===== src/rtl/nand_pkg.sv =====
// Shared definitions for the NAND page-program sequencer.
// Contents:
//   phase_e      - phase codes driven on the datapath 'state' bus
//   RES_*        - completion result codes
//   ROW_*, WS_*  - encodings of the datapath row-check and program-status inputs
//   CMD_*        - ONFI command bytes the datapath emits for each phase
//   *_DEF        - default page geometry
package nand_pkg;

  typedef enum logic [4:0] {
    PH_IDLE       = 5'd0,
    PH_CHECK      = 5'd6,
    PH_CMD_START  = 5'd7,
    PH_ADDR       = 5'd8,
    PH_DATA       = 5'd9,
    PH_CMD_FINISH = 5'd10,
    PH_WAIT_RB    = 5'd15,
    PH_STATUS     = 5'd16,
    PH_SKIP       = 5'd17
  } phase_e;

  localparam logic [1:0] RES_OK            = 2'd0;
  localparam logic [1:0] RES_PROG_FAIL     = 2'd1;
  localparam logic [1:0] RES_NO_GOOD_BLOCK = 2'd2;
  localparam logic [1:0] RES_RB_TIMEOUT    = 2'd3;

  localparam logic [1:0] ROW_PENDING = 2'd0;
  localparam logic [1:0] ROW_GOOD    = 2'd1;
  localparam logic [1:0] ROW_BAD     = 2'd2;

  localparam logic [1:0] WS_PENDING = 2'd0;
  localparam logic [1:0] WS_PASS    = 2'd1;
  localparam logic [1:0] WS_FAIL    = 2'd2;

  localparam logic [7:0] CMD_PROG_SETUP   = 8'h80;
  localparam logic [7:0] CMD_PROG_CONFIRM = 8'h10;
  localparam logic [7:0] CMD_READ_STATUS  = 8'h70;

  localparam int PAGE_BYTES_DEF = 8192;
  localparam int ECC_BYTES_DEF  = 192;
  localparam int ADDR_BYTES     = 5;

endpackage


===== src/rtl/nand_byte_timer.sv =====
// Byte-period timer for the flash write strobe.
// While enabled, repeats a period of T_LOW cycles with tWrite=0 followed by
// T_HIGH cycles with tWrite=1. Disabling it parks the counter at the start of
// a period so the next enable begins a fresh byte.
// Ports:
//   clk, rst_n  - clock, asynchronous active-low reset
//   en          - run the timer
//   tWrite      - byte strobe (0 = we_n low portion)
//   byte_start  - first cycle of a byte period
//   byte_end    - last cycle of a byte period
module nand_byte_timer #(
  parameter int T_LOW  = 6,
  parameter int T_HIGH = 2
) (
  input  logic clk,
  input  logic rst_n,
  input  logic en,
  output logic tWrite,
  output logic byte_start,
  output logic byte_end
);

  localparam int PERIOD = T_LOW + T_HIGH;
  localparam int CW     = $clog2(PERIOD);

  logic [CW-1:0] cyc;

  always_ff @(posedge clk or negedge rst_n) begin
    if (!rst_n) begin
      cyc <= '0;
    end else if (!en || byte_end) begin
      cyc <= '0;
    end else begin
      cyc <= cyc + CW'(1);
    end
  end

  assign byte_start = en && (cyc == '0);
  assign byte_end   = en && (cyc == CW'(PERIOD - 1));
  assign tWrite     = en && (cyc >= CW'(T_LOW));

endmodule


===== src/rtl/nand_page_write_seq.sv =====
// Single-page NAND program sequencer.
// Accepts a host request, resolves a good block through the bad-block check
// (skipping forward block by block), then walks the write datapath through
// command, address, data+ECC, confirm, tWB, ready/busy wait and status phases.
// Ports:
//   clk, rst_n            - clock, asynchronous active-low reset
//   req, req_row          - start request (IDLE only) and target row
//   busy, done            - operation in progress / one-cycle completion pulse
//   result, row_used      - outcome and programmed row, valid with done
//   data_req              - pulse requesting the next host data byte
//   state, tWrite,
//   write_data_cnt,
//   en_write_page,
//   addr_row              - control bundle for the write datapath
//   write_addr_row_error  - bad-block lookup result from the datapath
//   write_success,
//   write_complete        - program status from the datapath
//   rb_n                  - flash ready/busy (synchronised)
//   ce_n, cle, ale,
//   we_n, re_n            - flash control pins
module nand_page_write_seq
  import nand_pkg::*;
#(
  parameter int T_LOW           = 6,
  parameter int T_HIGH          = 2,
  parameter int PAGE_BYTES      = PAGE_BYTES_DEF,
  parameter int ECC_BYTES       = ECC_BYTES_DEF,
  parameter int PAGES_PER_BLOCK = 128,
  parameter int MAX_SKIP        = 4,
  parameter int T_WB            = 10,
  parameter int RB_TIMEOUT      = 2_000_000
) (
  input  logic        clk,
  input  logic        rst_n,
  input  logic        req,
  input  logic [23:0] req_row,
  output logic        busy,
  output logic        done,
  output logic [1:0]  result,
  output logic [23:0] row_used,
  output logic        data_req,
  output logic [4:0]  state,
  output logic        tWrite,
  output logic [13:0] write_data_cnt,
  output logic        en_write_page,
  output logic [23:0] addr_row,
  input  logic [1:0]  write_addr_row_error,
  input  logic [1:0]  write_success,
  input  logic        write_complete,
  input  logic        rb_n,
  output logic        ce_n,
  output logic        cle,
  output logic        ale,
  output logic        we_n,
  output logic        re_n
);

  localparam int          TOTAL_BYTES = PAGE_BYTES + ECC_BYTES;
  localparam int          WAIT_W      = $clog2(RB_TIMEOUT + T_WB + 1);
  localparam int          SKIP_W      = $clog2(MAX_SKIP + 1);
  localparam logic [23:0] BLK_MASK    = 24'(PAGES_PER_BLOCK - 1);

  phase_e              phase, phase_d;
  logic [13:0]         cnt_d;
  logic [WAIT_W-1:0]   wait_cnt, wait_d;
  logic [SKIP_W-1:0]   skip_cnt, skip_d;
  logic [23:0]         addr_d;
  logic                wb, wb_d;
  logic                finish;
  logic [1:0]          finish_res;
  logic                timer_en, byte_start, byte_end;

  // The timer only runs while a byte is actually being clocked onto the bus;
  // the tWB gap at the end of CMD_FINISH keeps it parked.
  assign timer_en = (phase == PH_CMD_START) || (phase == PH_ADDR) ||
                    (phase == PH_DATA) || ((phase == PH_CMD_FINISH) && !wb);

  nand_byte_timer #(
    .T_LOW  (T_LOW),
    .T_HIGH (T_HIGH)
  ) u_timer (
    .clk        (clk),
    .rst_n      (rst_n),
    .en         (timer_en),
    .tWrite     (tWrite),
    .byte_start (byte_start),
    .byte_end   (byte_end)
  );

  always_ff @(posedge clk or negedge rst_n) begin
    if (!rst_n) begin
      phase          <= PH_IDLE;
      write_data_cnt <= '0;
      wait_cnt       <= '0;
      skip_cnt       <= '0;
      addr_row       <= '0;
      wb             <= 1'b0;
      done           <= 1'b0;
      result         <= RES_OK;
      row_used       <= '0;
    end else begin
      phase          <= phase_d;
      write_data_cnt <= cnt_d;
      wait_cnt       <= wait_d;
      skip_cnt       <= skip_d;
      addr_row       <= addr_d;
      wb             <= wb_d;
      done           <= finish;
      if (finish) begin
        result   <= finish_res;
        row_used <= addr_d;
      end
    end
  end

  always_comb begin
    phase_d    = phase;
    cnt_d      = write_data_cnt;
    wait_d     = wait_cnt;
    skip_d     = skip_cnt;
    addr_d     = addr_row;
    wb_d       = wb;
    finish     = 1'b0;
    finish_res = RES_OK;
    case (phase)
      PH_IDLE: begin
        if (req) begin
          addr_d  = req_row;
          skip_d  = '0;
          phase_d = PH_CHECK;
        end
      end
      PH_CHECK: begin
        if (write_addr_row_error == ROW_GOOD) begin
          phase_d = PH_CMD_START;
        end else if (write_addr_row_error == ROW_BAD) begin
          phase_d = PH_SKIP;
        end
      end
      PH_SKIP: begin
        // Jump to page 0 of the next block; dropping en_write_page for this
        // cycle lets the datapath restart its lookup on the new row.
        addr_d = (addr_row & ~BLK_MASK) + 24'(PAGES_PER_BLOCK);
        skip_d = skip_cnt + SKIP_W'(1);
        if (skip_cnt == SKIP_W'(MAX_SKIP - 1)) begin
          finish     = 1'b1;
          finish_res = RES_NO_GOOD_BLOCK;
          phase_d    = PH_IDLE;
        end else begin
          phase_d = PH_CHECK;
        end
      end
      PH_CMD_START: begin
        if (byte_end) begin
          cnt_d   = '0;
          phase_d = PH_ADDR;
        end
      end
      PH_ADDR: begin
        if (byte_end) begin
          if (write_data_cnt == 14'(ADDR_BYTES - 1)) begin
            cnt_d   = '0;
            phase_d = PH_DATA;
          end else begin
            cnt_d = write_data_cnt + 14'd1;
          end
        end
      end
      PH_DATA: begin
        // The final index is held rather than wrapped so the datapath sees
        // the last ECC byte position until the next page starts.
        if (byte_end) begin
          if (write_data_cnt == 14'(TOTAL_BYTES - 1)) begin
            wb_d    = 1'b0;
            phase_d = PH_CMD_FINISH;
          end else begin
            cnt_d = write_data_cnt + 14'd1;
          end
        end
      end
      PH_CMD_FINISH: begin
        if (!wb) begin
          if (byte_end) begin
            wb_d   = 1'b1;
            wait_d = '0;
          end
        end else if (wait_cnt == WAIT_W'(T_WB - 1)) begin
          wb_d    = 1'b0;
          wait_d  = '0;
          phase_d = PH_WAIT_RB;
        end else begin
          wait_d = wait_cnt + WAIT_W'(1);
        end
      end
      PH_WAIT_RB: begin
        if (rb_n) begin
          phase_d = PH_STATUS;
        end else if (wait_cnt == WAIT_W'(RB_TIMEOUT - 1)) begin
          finish     = 1'b1;
          finish_res = RES_RB_TIMEOUT;
          phase_d    = PH_IDLE;
        end else begin
          wait_d = wait_cnt + WAIT_W'(1);
        end
      end
      PH_STATUS: begin
        if (write_complete) begin
          finish     = 1'b1;
          finish_res = (write_success == WS_PASS) ? RES_OK : RES_PROG_FAIL;
          phase_d    = PH_IDLE;
        end
      end
      default: begin
        phase_d = PH_IDLE;
      end
    endcase
  end

  assign state         = phase;
  assign busy          = (phase != PH_IDLE);
  assign en_write_page = (phase != PH_IDLE) && (phase != PH_SKIP);
  assign data_req      = (phase == PH_DATA) && byte_start &&
                         (write_data_cnt < 14'(PAGE_BYTES));
  assign ce_n          = !((phase == PH_CMD_START) || (phase == PH_ADDR) ||
                           (phase == PH_DATA) || (phase == PH_CMD_FINISH) ||
                           (phase == PH_WAIT_RB) || (phase == PH_STATUS));
  assign cle           = (phase == PH_CMD_START) || ((phase == PH_CMD_FINISH) && !wb);
  assign ale           = (phase == PH_ADDR);
  assign we_n          = !(timer_en && !tWrite);
  assign re_n          = (phase != PH_STATUS);

endmodule


===== config.mk =====
export PLATFORM = sky130hd
export DESIGN_NAME = nand_page_write_seq
export DESIGN_NICKNAME = d
export VERILOG_FILES = /design/src/rtl/nand_pkg.sv /design/src/rtl/nand_byte_timer.sv /design/src/rtl/nand_page_write_seq.sv
export SDC_FILE = /design/constraint.sdc
export NUM_CORES = 1
export LEC_CHECK = 0
export ABC_AREA = 1
export CAP_MARGIN = 10
export CORE_MARGIN = 1
export CORE_UTILIZATION = 52
export CTS_CLUSTER_SIZE = 24
export DETAILED_ROUTE_END_ITERATION = 6
export PLACE_DENSITY = 0.85
export SYNTH_ARGS = -nofsm -noshare
export SYNTH_HDL_FRONTEND = slang
export SYNTH_HIERARCHICAL = 1
export SYNTH_SLANG_ARGS = --single-unit

===== constraint.sdc =====
create_clock -name clk -period 7 [get_ports clk]
set_clock_uncertainty 0.2 [all_clocks]
set_input_delay 2.1 -clock clk [delete_from_list [all_inputs] [get_ports clk]]
set_output_delay 2.1 -clock clk [all_outputs]
set_load 0.02 [all_outputs]

* Yosys cells after proc, flatten, opt, wreduce, memory -nomap -nowiden
Index checks and enable logic that the tools add are counted.
W data, S select, Z words.
** Cells by class
- Add/sub/neg operators :: 5
- Order comparisons :: 2
- Equality and inequality tests :: 34
- Multiplexer cells :: 49
- Reductions and logical operators :: 33
** Operator list (number)
- $mux W21 :: 5
- $mux W14 :: 5
- $mux W5 :: 13
- $pmux W24 S2 :: 1
- $pmux W5 S9 :: 1
- $pmux W14 S3 :: 1
- $pmux W21 S2 :: 1
- $add A24 B8 Y24 const B :: 1
- $mux W24 :: 1
- $add A21 B1 Y21 const B :: 1
- $eq A21 B21 Y1 const B :: 1
- $eq A21 B4 Y1 const B :: 1
- $eq A5 B4 Y1 const B :: 4
- $add A14 B1 Y14 const B :: 1
- $eq A14 B14 Y1 const B :: 1
- $eq A14 B3 Y1 const B :: 1
- $lt A14 B14 Y1 const B :: 1
- $ne A2 B2 Y1 const B :: 7
- $mux W1 :: 11
- $reduce_and A11 Y1 :: 1
- $eq A5 B3 Y1 const B :: 2
- $eq A5 B5 Y1 const B :: 2
- $ne A2 B1 Y1 const B :: 5
- $ne A5 B5 Y1 const B :: 2
- other kinds (26) :: 53
** Storage, ports and cells
- Bits in registers :: 98
- Input port bits :: 33
- Output and inout bits :: 79
- Word-level logic and storage cells :: 133

* Depth between registers and ports, before layout
Gate-level depths: netlist of the first run.
- Depth after elaboration :: 8
- Gate-level depth with buffers :: 16
- Mapped depth without buffers :: 16

* Cells and area by module
The synthesis of the first run kept the hierarchy.
** By module, submodules not included
- nand_page_write_seq :: times used 1, cells each 833, area an instance 5911.9 µm², seq. area each 2377.3 µm²
- nand_byte_timer :: times used 1, cells each 21, area an instance 171.4 µm², seq. area each 75.1 µm²

* Worst setup path after synthesis of the first run
Ideal clock, no wire load.
- Path kind :: reg2out
- Start point :: register phase[4] (netlist: state[4])
- End point :: output we_n
- Arrival :: 1.799 ns
- Data required time :: 4.700 ns
- Path slack :: 2.901 ns
- Cell stages (with the launch flop) :: 12
- Path buffers :: 0
- Path through :: dfrtp_1 -> inv_2 -> nand3_4 -> inv_2 -> nand2_1 -> nand2_1 -> inv_2 -> nand2_1 -> nand2_1 -> nor2_1 -> inv_1 -> nand2_1
** On the way
- Word-level cells in the longest chain between the ends :: 8
- Elaborated cells between the ends (all ways) :: 12
- Classes of those cells :: eq/ne (4); reduce/logical (8)
** Ends and longest elaborated chain
- from (decl) :: line nand_page_write_seq.sv:63 : phase_e phase, phase_d;
- from (signal assigned) :: line nand_page_write_seq.sv:102 : phase <= phase_d;
- $eq A5 B3 Y1 or $eq A5 B4 Y1 (tied branches) :: line nand_page_write_seq.sv:75 : assign timer_en = (phase == PH_CMD_START) || (phase == PH_ADDR) ||
- $logic_or A1 B1 Y1 (2 in a row) :: line nand_page_write_seq.sv:75
- $logic_or A1 B1 Y1 (*) :: line nand_page_write_seq.sv:76 : (phase == PH_DATA) || ((phase == PH_CMD_FINISH) && !wb);
- named net timer_en :: line nand_page_write_seq.sv:71 : logic timer_en, byte_start, byte_end;
- $logic_and A1 B1 Y1 (*) :: line nand_byte_timer.sv:40 : assign tWrite = en && (cyc >= CW'(T_LOW));
- named net tWrite :: line nand_page_write_seq.sv:43 : output logic tWrite,
- $logic_not A1 Y1 (*) :: line nand_page_write_seq.sv:229 : assign we_n = !(timer_en && !tWrite);
- $logic_and A1 B1 Y1 (*) :: line nand_page_write_seq.sv:229
- $logic_not A1 Y1 (*) :: line nand_page_write_seq.sv:229
- to (decl) :: line nand_page_write_seq.sv:54 : output logic we_n,
The timed path passes the listed nets; every way through them passes the cells marked *.

* Final worst setup path of the first run
- Start point :: register phase[4] (netlist: state[4])
- End point :: output data_req
** On the way
- Word-level cells in the longest chain between the ends :: 7
- Elaborated cells between the ends (all ways) :: 11
- Classes of those cells :: eq/ne (4); reduce/logical (7)
** Ends and longest elaborated chain
- $eq A5 B3 Y1 or $eq A5 B4 Y1 (tied branches) :: line nand_page_write_seq.sv:75
- $logic_or A1 B1 Y1 (2 in a row) :: line nand_page_write_seq.sv:75
- $logic_or A1 B1 Y1 (*) :: line nand_page_write_seq.sv:76
- named net timer_en :: line nand_page_write_seq.sv:71
- $logic_and A1 B1 Y1 (*) :: line nand_byte_timer.sv:38 : assign byte_start = en && (cyc == '0);
- named net byte_start :: line nand_page_write_seq.sv:71
- $logic_and A1 B1 Y1 (*) (2 in a row) :: line nand_page_write_seq.sv:222 : assign data_req = (phase == PH_DATA) && byte_start &&
- to (decl) :: line nand_page_write_seq.sv:41 : output logic data_req,
Marked as above.

==> results of run 1 <==
==> layout make-up <==
| cell class | count | area, µm² |
|---|---|---|
| well taps | 143 | 179 |
| repair buffers | 112 | 1120 |
| fillers | 1004 | 3890 |
| clock inverters | 6 | 91.3 |
| flip-flops and latches | 98 | 2450 |
| multi-input cells | 642 | 3140 |
| clock buffers | 9 | 225 |
| inverters | 87 | 327 |
==> state kept, by name (all words and copies together), names as in the netlist <==
register	flops
skip_cnt	3
u_timer/cyc	3
write_data_cnt	14
row_used	24
wb	1
result	2
done	1
state	5
addr_row	24
wait_cnt	21
==> power by group <==
part           internal [mW]  switching [mW]
clock network          0.313           0.222
logic                  0.442           0.629
registers              0.716           0.138
total                   1.47           0.988
==> logic make-up (layout without fill, tap and decap cells) <==
logic type / count (synthesis) / in the layout / share of synthesized area, %
flip-flops: 98 / 98 / 40.3
AO/OA/AOI/OAI: 96 / 96 / 9.26
AND/OR/NAND/NOR: 520 / 520 / 38.0
XOR/XNOR: 15 / 15 / 2.16
buffers and inverters: 114 / 214 / 8.04
adder cells (fa/ha/maj): 11 / 11 / 2.26
==> cell usage in the layout, fill, tap and decap left out, drive strengths merged <==
cell	Yosys	layout
o211ai	8	8
nand4	49	49
o22ai	2	2
and2	2	2
or2	1	1
nor3	17	17
clkbuf	11	9
a21boi	1	1
nand2	288	288
a22oi	5	5
dfrtp	98	98
a21oi	16	16
a22o	8	8
nand3b	2	2
ha	11	11
xnor2	2	2
nor2	95	95
inv	86	87
bufinv	0	2
nand3	66	66
o311ai	1	1
clkinv	1	4
clkdlybuf4s50	0	110
xor2	13	13
o21ai	55	55
buf	16	2
==> metal layers <==
metal | part of all wire, % | track usage, % | vias up | routed length, µm
li1 | - | - | 2992 | -
met1 | 44 | 38.7 | 2848 | 7200
met2 | 46 | 46.6 | 242 | 7420
met3 | 7.8 | 5.29 | 33 | 1270
met4 | 2.3 | 10.7 | 0 | 373
met5 | 0 | 0 | - | 0
==> worst paths after layout <==
path,from,to,cells past startpoint
setup / recovery,state[4],data_req,12
hold / removal,skip_cnt[0],skip_cnt[0],1
setup reg to reg,wait_cnt[0],row_used[8],9
hold reg to reg,skip_cnt[0],skip_cnt[0],1
max in group asynchronous,rst_n,addr_row[23],2
min in group asynchronous,rst_n,wait_cnt[12],1
==> metrics by stage <==
stage / area, µm² / std cells / utilization (%) / worst slack [ps]
after floorplan: 6080 / 854 / - / 2900
after CTS: 7530 / 1097 / 66.0 / 2220
final: 7530 / 1097 / 66.0 / 2220
after global placement: 7220 / 1082 / 63.2 / 2520
after global routing: 7530 / 1097 / 66.0 / 1990
after detailed placement: 7220 / 1082 / 63.2 / 2430
==> critical path: stages, from the launching register on <==
cell and delay [ps]:
dfrtp_1 440, inv_2 160, nand3_4 120, inv_2 80, nand2_1 50, nand2_1 120, inv_2 70, nand2_1 170
nand2_1 80, nor2_1 80, nand2_1 50, nor2_1 100, clkdlybuf4s50_1 610
==> metrics.md, run 1 <==
| Metric | Value |
|---|---|
| Status | `finished, final reports clean` |
| CTS buffer count | `9` |
| DRT Pass-1 Iters | `6` |
| Final period utilization | `around two thirds` |
| I/O pins | `112` |
| Iteration-0 DRC Markers | `367` |
| Cts repair resizes | `0` |
| Synth top area share | `40.3%` |
| Gpl congestion | `0.889` |
| Largest net degree at the start of global routing | `52` |
| Yosys warnings | `6` |
| Maximum capacitance violations | `0` |
| Hold buffers post-CTS | `0` |
| Routed WL per cell | `14.8 µm` |
| Clk sink count | `98` |
| Post-Syn Area | `6080 µm²` |
| Clk buf depth | `2` |
| First-pass GRT wire length | `27000 µm` |
| Flops & latches, synth | `~100` |
| Unrepaired setup endpoints after global routing | `no` |
| Fraction of the yosys area taken by sequential cells | `about two fifths` |
| Worst hold-check path type | `reg -> reg` |
| Top-count cell post-synth | `nand2_1` |
| Antenna violations before repair | `0` |
| Post-synth ARST share | `100%` |
| Drt total wl | `~16000 µm` |
| PortBufs | `between 100 and 150` |
| Area grow syn2layout | `23.8%` |
| FF-to-FF setup slack | `3840 ps` |
| Crit path arrival time | `2480 ps` |
| Final Hold Vio Count | `0` |
| Vias | `6115` |
| Diode count | `0` |
| Synthesized area per cell | `7.12 µm²` |
| Layout cells sized above 1 | `5.97%` |
| Setup TNS | `0 ps` |
| Relative slew slack | `32.9%` |
| Die height | `110 µm` |
| Grt total ovfl | `0` |
| Power Density | `around 330 nW/µm²` |
| Row count | `39` |
| H-tree levels | `3` |
| Antenna-violating nets left | `0` |
| Count of cell types in the netlist | `35` |
| Clock root buffer | `clkbuf_16` |
| Worst Path Required | `4700 ps` |
| Post-Synthesis Cells | `~850` |
| Synth top cells by count | `280 x nand2_1, 98 x dfrtp_1, 83 x nor2_1` |
| Crit path capture type | `output pin` |
| Min Clock Period, post-route | `between 4000 and 5000 ps` |
| Post-CTS Repair Setup Buffers | `0` |
| Core area | `11400 µm²` |
| Vias in the first global route | `between 5000 and 6000` |
| Fmax | `approximately 210 MHz` |
| Leakage Power | `between 3 and 4 nW` |
| Worst Tran Pin Value | `1010 ps` |
| Clock Latency Late Sink | `360 ps` |
| Area leader, netlist | `dfrtp_1` |
| Reg clk slew, reported paths | `70 ps` |
| Final slew viol count | `0` |
| Initial core utilization | `53.3%` |
| PnR Total Power | `2.46 mW` |
| Nets | `between 900 and 1000` |
| Type of the worst setup path | `reg -> out` |
| Syn Nets | `898` |
| DR vias/cell | `5.57` |
| Die ar. | `12100 µm²` |
| Overall routing resource usage | `between 20 and 30%` |
| Peak VDD IR | `0.305 mV` |
| Final setup violation count | `0` |
| Synth top area cells | `dfrtp_1 40%, nand2_1 17%, nor2_1 5.1%` |
| Minimum hold slack | `slightly below 300 ps` |
| EDFF count, synth | `0` |
| CTS tree | `built` |
| Residual DRC count | `0` |
| Top FF cell, synth | `dfrtp_1` |
| Worst setup SP type | `flop` |
| CP max FO | `6` |
| Dpl hpwl | `11500 µm` |
| DIE WIDTH | `110 µm` |
Note: power is estimated with default switching activity, not from simulation.
==> run 2: changes to the inputs <==
CORE_UTILIZATION = 48   (was 52)
PLACE_DENSITY = 0.83   (was 0.85)
clock period = 4 ns   (was 7 ns; I/O delays follow)
==> metrics.md, run 2 (synthesis gave the netlist of run 1 again) <==
| Metric | Value |
|---|---|
| Register area | `2450 µm² (about the same)` |
| Final period utilization | `95.0%` |
| Diode count | `0 (unchanged)` |
| Clock root buffer | `clkbuf_16 (unchanged)` |
| Relative slew slack | `60.4% (was 32.9%)` |
| Die ar. | `13100 µm² (was 12100 µm²)` |
| Post-CTS Repair Setup Buffers | `0 (unchanged)` |
| Worst Tran Pin Value | `594 ps (was 1010 ps)` |
| Cts repair resizes | `0 (unchanged)` |
| Die height | `115 µm (was 110 µm)` |
| Pre-CTS setup slack | `488 ps (was 2430 ps)` |
| Nets | `1003 (was 994)` |
| Most frequent CP cell | `nand2_1 (unchanged)` |
| Clk buf depth | `2 (unchanged)` |
| CP Cell Sequence | `inv_2 > nand3_4 > inv_2 > nand2_1 > nand2_1 > inv_2 > nand2_1 > nand2_1 > nor2_1 > clkdlybuf4s50_1 (was inv_2 > nand3_4 > inv_2 > nand2_1 > nand2_1 > inv_2 > nand2_1 > nand2_1 > nor2_1 > nand2_1 > nor2_1 > clkdlybuf4s50_1)` |
| H-tree levels | `3 (unchanged)` |
| Crit path capture type | `output pin (unchanged)` |
| Hold Crit Depth | `1 (unchanged)` |
| Overall routing resource usage | `28.1% (was 28.8%)` |
| I/O pins | `112 (unchanged)` |
| CP max FO | `6 (unchanged)` |
| Area occupied by multi-input gates | `3140 µm² (unchanged)` |
| Commonest non-fill, non-tap cell in the layout | `nand2_1 (unchanged)` |
| DRT Pass-1 Iters | `7 (was 6)` |
| Slowest stage cell, crit path | `clkdlybuf4s50_1 (unchanged)` |
| Gpl congestion | `0.908 (was 0.889)` |
| DR vias/cell | `5.35 (was 5.57)` |
| Vias | `6055 (was 6115)` |
| Row count | `40 (was 39)` |
| Initial core utilization | `50.0% (was 53.3%)` |
| Final Hold Vio Count | `0 (unchanged)` |
| Routed WL per cell | `14.9 µm (was 14.8 µm)` |
| Area grow syn2layout | `25.5% (was 23.8%)` |
| Clock Latency Late Sink | `360 ps (about the same)` |
| Worst Path Required | `2600 ps (was 4700 ps)` |
| Layout Utilization | `62.8% (was 66.0%)` |
| FF-to-FF End | `wait_cnt[0] (was row_used[8])` |
| Final worst-path setup slack | `201 ps (was 2220 ps)` |
| Top flop regs | `addr_row (24), row_used (24), wait_cnt (21) (unchanged)` |
| WP buf/inv | `4 (unchanged)` |
| Final slew viol count | `0 (unchanged)` |
| Antenna violations before repair | `0 (unchanged)` |
| Clk sink count | `98 (unchanged)` |
| Type of the worst setup path | `reg -> out (unchanged)` |
| Iteration-0 DRC Markers | `399 (was 367)` |
| Worst path depth | `10 (was 12)` |
| DIE WIDTH | `115 µm (was 110 µm)` |
| Critical R2R Launch | `state[4] (was wait_cnt[0])` |
| PortBufs | `111 (unchanged)` |
| Unrepaired setup endpoints after global routing | `no (unchanged)` |
| CTS buffer count | `9 (unchanged)` |
| Core area | `12200 µm² (was 11400 µm²)` |
| Antenna-violating nets left | `0 (unchanged)` |
| Critical path's top delay family | `buffers and inverters (unchanged)` |
| Minimum hold slack | `280 ps (was 288 ps)` |
| Worst setup SP type | `flop (unchanged)` |
| Dpl hpwl | `11900 µm (was 11500 µm)` |
| Worst hold-check path type | `reg -> reg (unchanged)` |
| Slowest stage delay, CP | `610 ps (about the same)` |
| CTS tree | `built (unchanged)` |
| Hold buffers post-CTS | `0 (unchanged)` |
| Setup TNS | `0 ps (unchanged)` |
| Grt total ovfl | `0 (unchanged)` |
| Final setup violation count | `0 (unchanged)` |
| Vias in the first global route | `5916 (was 5629)` |
| FF-to-FF setup slack | `1190 ps (was 3840 ps)` |
| Layout cells sized above 1 | `6.96% (was 5.97%)` |
| Reg clk slew, reported paths | `70 ps (about the same)` |
| Peak VDD IR | `0.523 mV (was 0.305 mV)` |
| Fmax | `roughly 260 MHz` |
| Min Clock Period, post-route | `roughly 3800 ps` |
| Crit path arrival time | `2400 ps (was 2480 ps)` |
| Residual DRC count | `0 (unchanged)` |
| First-pass GRT wire length | `28900 µm (was 27000 µm)` |
| Fill cells | `1093 (was 1004)` |
| Most frequent cells in the layout | `280 x nand2_1, 108 x clkdlybuf4s50_1, 97 x dfrtp_1, 83 x nor2_1, 76 x inv_1 (was 280 x nand2_1, 110 x clkdlybuf4s50_1, 98 x dfrtp_1, 83 x nor2_1, 76 x inv_1)` |
| Largest net degree at the start of global routing | `46 (was 52)` |
| Drt total wl | `16900 µm (was 16300 µm)` |
| FF-to-FF path depth | `15 (was 9)` |
| Hold EP | `skip_cnt[0] (unchanged)` |
| Power Density | `564 nW/µm² (was 326 nW/µm²)` |
| Status | `finished, final reports clean (unchanged)` |
| Leakage Power | `3.48 nW (was 3.43 nW)` |
| Hold path start | `skip_cnt[0] (unchanged)` |
| Maximum capacitance violations | `0 (unchanged)` |
[run 2: changes by cell type in the layout (fill, tap and decap cells not counted), moves of 2 or more]
cell,previous run,this run
clkdlybuf4s50_1,110,108
clkbuf_8,0,2
buf_4,2,10
dlymetal6s2s_1,0,2
[run 2: final cells by class]
class	instances	share of cell area (%)
multi-input combinational	642	41.1
sequential	98	32.1
tap	168	2.75
inverter	87	4.28
clock buffer	11	3.31
timing repair buffer	121	15.7
clock inverter	4	0.672
[run 2: how the worst max path moves through the flow]
stage	start	endpoint
after CTS	state[4]	data_req
final	state[4]	tWrite
after global routing	state[4]	tWrite
after global placement	state[4]	data_req
after floorplan	state[4]	we_n
after detailed placement	state[4]	data_req
[run 2: where the power goes]
part,switching (mW),internal [mW]
clock,0.383,0.515
sequential,0.238,1.25
combinational,1.14,0.781
[run 2: routing by layer]
metal | GRT usage (%) | vias up | routed length (µm)
met2 | 45.1 | 242 | 7710
li1 | - | 3007 | -
met3 | 7.73 | 34 | 1500
met5 | 0 | - | 0
met1 | 35.8 | 2772 | 7320
met4 | 11.2 | 0 | 358
[run 2: worst reg2reg max path: cells and delay by family (launching register included)]
family	cells	cell delay (ps)
AO/OA/AOI/OAI	2	310
buffers and inverters	5	700
flip-flops	1	450
AND/OR/NAND/NOR	8	1080
[run 2: per-stage QoR]
step | instance area [µm²] | std cells | total power, mW
floorplan | 6080 | 854 | 2.55
global placement | 7330 | 1116 | 3.37
detailed placement | 7330 | 1116 | 3.39
CTS | 7630 | 1131 | 4.32
global route | 7640 | 1131 | 4.56
finish | 7640 | 1131 | 4.31
==> variant 1, RTL diff (settings of run 2) <==
Register the inputs `req`, `req_row`, `write_addr_row_error`, `write_success`, `write_complete` and `rb_n` before use, with the module's reset. The logic sees them one clock later.
--- a/src/rtl/nand_page_write_seq.sv
+++ b/src/rtl/nand_page_write_seq.sv
@@ -60,6 +60,31 @@
   localparam int          SKIP_W      = $clog2(MAX_SKIP + 1);
   localparam logic [23:0] BLK_MASK    = 24'(PAGES_PER_BLOCK - 1);
 
+  logic req_q;
+  logic [23:0] req_row_q;
+  logic [1:0] write_addr_row_error_q;
+  logic [1:0] write_success_q;
+  logic write_complete_q;
+  logic rb_n_q;
+
+  always_ff @(posedge clk or negedge rst_n) begin
+    if (!rst_n) begin
+      req_q                  <= '0;
+      req_row_q              <= '0;
+      write_addr_row_error_q <= '0;
+      write_success_q        <= '0;
+      write_complete_q       <= '0;
+      rb_n_q                 <= '0;
+    end else begin
+      req_q                  <= req;
+      req_row_q              <= req_row;
+      write_addr_row_error_q <= write_addr_row_error;
+      write_success_q        <= write_success;
+      write_complete_q       <= write_complete;
+      rb_n_q                 <= rb_n;
+    end
+  end
+
   phase_e              phase, phase_d;
   logic [13:0]         cnt_d;
   logic [WAIT_W-1:0]   wait_cnt, wait_d;
@@ -124,16 +149,16 @@
     finish_res = RES_OK;
     case (phase)
       PH_IDLE: begin
-        if (req) begin
-          addr_d  = req_row;
+        if (req_q) begin
+          addr_d  = req_row_q;
           skip_d  = '0;
           phase_d = PH_CHECK;
         end
       end
       PH_CHECK: begin
-        if (write_addr_row_error == ROW_GOOD) begin
+        if (write_addr_row_error_q == ROW_GOOD) begin
           phase_d = PH_CMD_START;
-        end else if (write_addr_row_error == ROW_BAD) begin
+        end else if (write_addr_row_error_q == ROW_BAD) begin
           phase_d = PH_SKIP;
         end
       end
@@ -193,7 +218,7 @@
         end
       end
       PH_WAIT_RB: begin
-        if (rb_n) begin
+        if (rb_n_q) begin
           phase_d = PH_STATUS;
         end else if (wait_cnt == WAIT_W'(RB_TIMEOUT - 1)) begin
           finish     = 1'b1;
@@ -204,9 +229,9 @@
         end
       end
       PH_STATUS: begin
-        if (write_complete) begin
+        if (write_complete_q) begin
           finish     = 1'b1;
-          finish_res = (write_success == WS_PASS) ? RES_OK : RES_PROG_FAIL;
+          finish_res = (write_success_q == WS_PASS) ? RES_OK : RES_PROG_FAIL;
           phase_d    = PH_IDLE;
         end
       end
Check against the original RTL: not equivalent (Yosys sat finds a counterexample within 4 cycles, from zero or initial values and one cycle with rst_n low).
==> variant 1 against run 2 <==
Via count up 6.1%. Worst setup slack worse by 13 ps. Non-clock buffer count down 1. Clock power rose by 73%. Final area increased by 14%. Routed wire length rose by 6.3%. Area after synthesis up 12%. Sequential cell count is 31 higher. Critical path depth is 2 lower. Combinational power fell by 14%. Global-route usage fell by 1.9 points. Power is 15% higher. Synthesized cell count up 5.3%. Count of clock-buffer cells in the layout rose by 10. Critical path type unchanged.
==> variant 1: results (changes against run 2) <==
Run status
  – Status: completed (unchanged)

Pwr
  – Peak supply drop: 0.0004038 V (was 0.0005229 V)
  – Static Leak: 3.980 nW (was 3.485 nW)

Global route
  – Initial antenna violation count: 0 (unchanged)
  – First-pass GRT wire length: 29.71 mm (was 28.87 mm)
  – Vias in the first global route: 5986 (was 5916)
  – Largest net degree at the start of global routing: 46 (unchanged)
  – GR Util All Layers: 0.2611 (was 0.2806)

Setup path
  – Crit path from: state[4]$_DFFE_PN0P_ (unchanged)
  – Crit path max-delay family: simple AND/OR/NAND/NOR gates (was buffers and inverters)
  – Critical Path AT: 2410 ps
  – Crit path max fanout: 6 (unchanged)
  – Worst reg2reg startpoint: state[0]$_DFFE_PN0P_ (was state[4]$_DFFE_PN0P_)
  – Slowest CP cell: clkdlybuf4s50_1 (unchanged)
  – Worst path max stage delay: 620 ps

Placement
  – PortBufs: 111 (unchanged)
  – Placed standard-cell area: 8075 um^2 (was 7327 um^2)
  – Detailed Place HPWL: 12.68 mm (was 11.94 mm)
  – RePlAce Congestion: 0.9401 (was 0.9084)

Synthesis
  – Ys Warns: 6 (unchanged)
  – Area contributors post-synth: dfrtp_1, nand2_1, nor2_1, nand3_1, nand4_1 (unchanged)
  – Post-synth top cells: nand2_1, dfrtp_1, nor2_1 (unchanged)
  – Ys async rst share: 1.000 (unchanged)
  – Synth cell types: 35 (unchanged)
  – Post-synthesis sequential area ratio: 0.4735 (was 0.4031)
  – Post-synthesis net count: 943 (was 898)
  – Main synth FF type: dfrtp_1 (unchanged)

Finish
  – Final net count: 1051 (was 1003)
  – Antenna cells: 0 (unchanged)
  – Layout Area Growth over Synthesis: 27.38% (was 25.54%)
  – Layout fillers: 1236 (was 1093)
  – Share of cells above drive strength 1: 0.06078 (was 0.06957)
  – Top Registers: addr_row x24, req_row_q x24, row_used x24 (was addr_row x24, row_used x24, wait_cnt x21)

Drt
  – WL final: 17.97 mm (was 16.90 mm)
  – Via/cell ratio: 5.353 (was 5.354)
  – Violation count after the first detailed-routing iteration: 513 (was 399)
  – Initial DRT Pass Iterations: 5 (was 7)

Worst hold path
  – Type of the most critical hold path: reg -> reg (unchanged)
  – Hold Crit Start: u_timer/cyc[0]$_DFF_PN0_ (was skip_cnt[0]$_DFFE_PN0P_)

Clock tree
  – CTS clk-pin slew, worst paths: 60 ps
  – Total CTS buffers: 17 (was 9)
  – CTS root buf: clkbuf_16 (unchanged)
  – Clock Tree Buf Depth: 2 (unchanged)
  – Worst-Skew Late Latency: 420 ps (was 360 ps)
  – H-tree levels: 4 (was 3)

STA
  – Max-slew headroom: 0.6224 (was 0.6038)
variant 1: cell types whose count changed after synthesis, sizes merged, moves of 4 or more:
| cell | change |
|---|---|
| dfrtp | +31 |
| nor2 | +17 |
| inv | -12 |
| o211ai | +8 |
| o21ai | -5 |
| a21oi | +4 |
| o21bai | +4 |
variant 1: layout make-up:
| class | instances | area [um^2] | share of cell area |
|---|---|---|---|
| inverter | 77 | 289.0 | 0.03328 |
| tap | 180 | 225.2 | 0.02593 |
| multi-input combinational | 662 | 3158 | 0.3636 |
| sequential | 129 | 3228 | 0.3717 |
| clock inverter | 11 | 128.9 | 0.01484 |
| timing repair buffer | 120 | 1185 | 0.1364 |
| clock buffer | 21 | 470.5 | 0.05417 |
variant 1: timing repair:
| action | CTS | global route |
|---|---|---|
| setup buffers | 0 | 0 |
| hold buffers | 0 | 0 |
| resized for setup | 0 | 3 |
| setup endpoints to repair | 0 | 3 |
variant 1: power by group:
part,leakage (nW),switching (mW),internal [mW]
clock network,0.290,0.583,0.970
registers,1.68,0.231,1.53
logic,2.01,0.988,0.659
variant 1: per-stage QoR:
| stage | hold slack (ps) | power, mW | setup WS [ps] | cells |
|---|---|---|---|---|
| global route | 289.7 | 5.213 | 5.740 | 1200 |
| floorplan | 228.3 | 2.639 | 886.6 | 899 |
| detailed placement | 265.1 | 3.402 | 540.1 | 1168 |
| finish | 260.6 | 4.960 | 188.1 | 1200 |
| CTS | 272.1 | 4.977 | 88.06 | 1200 |
| global placement | 242.0 | 3.386 | 609.2 | 1168 |
variant 1: logic make-up after synthesis:
group                      Yosys count  synth area share
AOI/OAI and AO/OA                  103           0.08956
buffers and inverters              108           0.06405
DFF                                129            0.4735
adders and majority gates           11           0.02019
xor gates and xnor gates            12           0.01542
and+or+nand+nor                    536            0.3373
variant 1: layer usage:
metal  vias up  share of wire  GRT usage
li1       3156              -          -
met1      2997           0.45     0.3500
met2       243           0.46     0.4046
met3        28          0.077    0.06720
met4         0          0.021     0.1011
met5         -              0          0
variant 1: final timing paths:
path | to | slack [ps] | depth (start not counted)
setup / recovery | tWrite | 190 | 8
hold / removal | u_timer/cyc[0]$_DFF_PN0_ | 260 | 1
setup reg to reg | row_used[14]$_DFFE_PN0P_ | 1150 | 10
hold reg to reg | u_timer/cyc[0]$_DFF_PN0_ | 260 | 1
max in group asynchronous | addr_row[23]$_DFF_PN0_ | 2270 | 2
min in group asynchronous | wait_cnt[14]$_DFFE_PN0P_ | 500 | 1
==> variant 2, RTL diff (config.mk and constraints of run 2) <==
Without the edit above. Set the parameter `MAX_SKIP` to 8 (it was 4).
--- a/src/rtl/nand_page_write_seq.sv
+++ b/src/rtl/nand_page_write_seq.sv
@@ -26,7 +26,7 @@
   parameter int PAGE_BYTES      = PAGE_BYTES_DEF,
   parameter int ECC_BYTES       = ECC_BYTES_DEF,
   parameter int PAGES_PER_BLOCK = 128,
-  parameter int MAX_SKIP        = 4,
+  parameter int MAX_SKIP        = 8,
   parameter int T_WB            = 10,
   parameter int RB_TIMEOUT      = 2_000_000
 ) (
Formal check against the unedited RTL: not equivalent (Yosys sat finds a counterexample within 10 cycles, from zero or initial values and one cycle with rst_n low).
==> variant 2 against run 2 <==
Power is essentially flat. Sequential cell count grew 1. Final area shrank 0.31%. Synthesized cell count grew 0.82%. Routed wire length shrank 1.4%. Area after synthesis shrank 0.19%. Non-clock buffer count shrank 4. Combinational power shrank 3%. Worst setup slack lost 38 ps. Critical path type unchanged.
==> variant 2: results (changes against run 2) <==
Clock tree
  – Total CTS buffers: 9 (unchanged)
  – CTS Hold Buffers Added: 0 (unchanged)
  – Worst-Skew Late Latency: 360 ps (about the same)
  – CTS root buf: clkbuf_16 (unchanged)
  – CTS clk-pin slew, worst paths: 80 ps
  – Clock Tree Buf Depth: 2 (unchanged)
  – H-tree levels: 3 (unchanged)

Pwr
  – Static Leak: 3.454 nW (was 3.485 nW)
  – Switching Fraction: 0.4105 (was 0.4084)
  – Peak supply drop: 0.0005175 V (was 0.0005229 V)

Setup path
  – Worst path max stage delay: 480 ps (was 610 ps)
  – FF-to-FF setup slack: 1100 ps (was 1190 ps)
  – Slowest CP cell: dfrtp_1 (was clkdlybuf4s50_1)
  – FF-to-FF End: wait_cnt[15]$_DFFE_PN0P_ (was wait_cnt[0]$_DFFE_PN0P_)
  – Crit path max fanout: 8 (was 6)
  – Worst reg2reg startpoint: state[3]$_DFFE_PN0P_ (was state[4]$_DFFE_PN0P_)
  – Critical Path AT: 2440 ps (was 2400 ps)
  – Crit path max-delay family: simple AND/OR/NAND/NOR gates (was buffers and inverters)
  – R2r worst-path depth: 14 (was 15)

Worst hold path
  – Worst Hold Depth: 1 (unchanged)
  – Type of the most critical hold path: reg -> reg (unchanged)
  – Hold Crit Start: u_timer/cyc[0]$_DFF_PN0_ (was skip_cnt[0]$_DFFE_PN0P_)
  – Hold path endpoint: u_timer/cyc[0]$_DFF_PN0_ (was skip_cnt[0]$_DFFE_PN0P_)

STA
  – Worst slew pin tran: 615.7 ps (was 594.3 ps)
  – WHS: 277.7 ps (was 280.0 ps)

Drt
  – Initial DRT Pass Iterations: 6 (was 7)
  – Violation count after the first detailed-routing iteration: 554 (was 399)
  – # DRC: 0 (unchanged)
  – Via/cell ratio: 5.409 (was 5.354)
  – WL final: 16.66 mm (was 16.90 mm)

Finish
  – Share of cells above drive strength 1: 0.06334 (was 0.06957)
  – Layout fillers: 1095 (was 1093)
  – Antenna cells: 0 (unchanged)
  – Top Registers: addr_row x24, row_used x24, wait_cnt x21 (unchanged)
  – Final net count: 1001 (was 1003)

Placement
  – Pre-CTS setup slack: 316.9 ps (was 487.9 ps)
  – Detailed Place HPWL: 11.76 mm (was 11.94 mm)
  – PortBufs: 111 (unchanged)
  – RePlAce Congestion: 0.9565 (was 0.9084)

Global route
  – First-pass GRT wire length: 28.28 mm (was 28.87 mm)
  – Vias in the first global route: 5917 (was 5916)
  – GR Util All Layers: 0.2731 (was 0.2806)
  – Initial antenna violation count: 0 (unchanged)
  – Largest net degree at the start of global routing: 100 (was 46)

Synthesis
  – Synth cell types: 33 (was 35)
  – Area contributors post-synth: dfrtp_1, nand2_1, nand3_1, nor2_1, nand4_1 (was dfrtp_1, nand2_1, nor2_1, nand3_1, nand4_1)
  – Ys async rst share: 1.000 (unchanged)
  – Main synth FF type: dfrtp_1 (unchanged)
  – Post-synthesis net count: 904 (was 898)
  – Ys Warns: 6 (unchanged)
  – Post-synthesis sequential area ratio: 0.4080 (was 0.4031)
  – Post-synth top cells: nand2_1, dfrtp_1, nor2_1 (unchanged)

Run status
  – Status: completed (unchanged)
-- variant 2: changes by cell type in the layout (fill, tap and decap cells not counted), sizes merged, moves of 4 or more --
cell and delta:
buf -4, nor3 -8, nor2 +5, nand3 +8, nand2 +6, o21ai -4, a22oi -5
-- variant 2: metrics by stage --
step / std cells / utilization / instance area (um^2)
6_report: 1131 / 0.6260 / 7614
4_1_cts: 1131 / 0.6256 / 7609
5_1_grt: 1131 / 0.6260 / 7614
3_5_place_dp: 1115 / 0.5995 / 7291
3_3_place_gp: 1115 / 0.5995 / 7291
2_1_floorplan: 861 / - / 6072
-- variant 2: worst register-to-register path: stages, from the launching register on --
cell and delay, ps:
dfrtp_1 480, nor2_2 220, nand4_1 190, nand2_1 130, inv_1 70, nand2_1 190
nand2_1 100, inv_1 130, nor2_1 60, nand3_1 100, nand3_2 100, nor2_4 300
inv_2 290, nand2_1 150, o21ai_2 60
-- variant 2: kinds of logic after synthesis --
logic type	after synthesis	synth area share
buffers and inverters	114	0.07727
and+or+nand+nor	531	0.3808
xor gates and xnor gates	16	0.02308
adders and majority gates	10	0.02061
DFF	99	0.4080
AOI/OAI and AO/OA	91	0.09025
-- variant 2: what timing repair did --
action,4_1_cts,5_1_grt
resized for setup,3,2
buffers inserted,0,0
setup endpoints to repair,2,2
-- variant 2: worst max-delay path by stage --
| stage | startpoint | end | slack [ps] |
|---|---|---|---|
| floorplan | state[2]$_DFFE_PN0P_ | we_n | 800 |
| global placement | state[3]$_DFFE_PN0P_ | data_req | 430 |
| detailed placement | state[2]$_DFFE_PN0P_ | data_req | 320 |
| CTS | state[3]$_DFFE_PN0P_ | we_n | 70 |
| global route | state[4]$_DFFE_PN0P_ | data_req | 30 |
| finish | state[3]$_DFFE_PN0P_ | data_req | 160 |
-- variant 2: area by class of cell --
class                   instances  area share
multi-input cells             648      0.4108
flip-flops and latches         99      0.3256
clock buffers                   9     0.02958
well taps                     168     0.02761
repair buffers                117      0.1537
inverters                      83     0.04092
clock inverters                 7     0.01183
-- variant 2: power groups by stage --
| stage | Clock (mW) | Sequential [mW] | Combinational (mW) |
|---|---|---|---|
| 2_1_floorplan | 0 | 1.78 | 0.757 |
| 3_3_place_gp | 0 | 1.52 | 1.82 |
| 3_5_place_dp | 0 | 1.51 | 1.85 |
| 4_1_cts | 0.950 | 1.51 | 1.87 |
| 5_1_grt | 0.991 | 1.55 | 2.03 |
| 6_report | 0.932 | 1.51 | 1.87 |
-- variant 2: routing by layer --
metal,global-route usage,wire length (um)
met5,0,0
met4,0.08398,306
met3,0.06935,1069
met2,0.4400,7788
met1,0.3621,7496
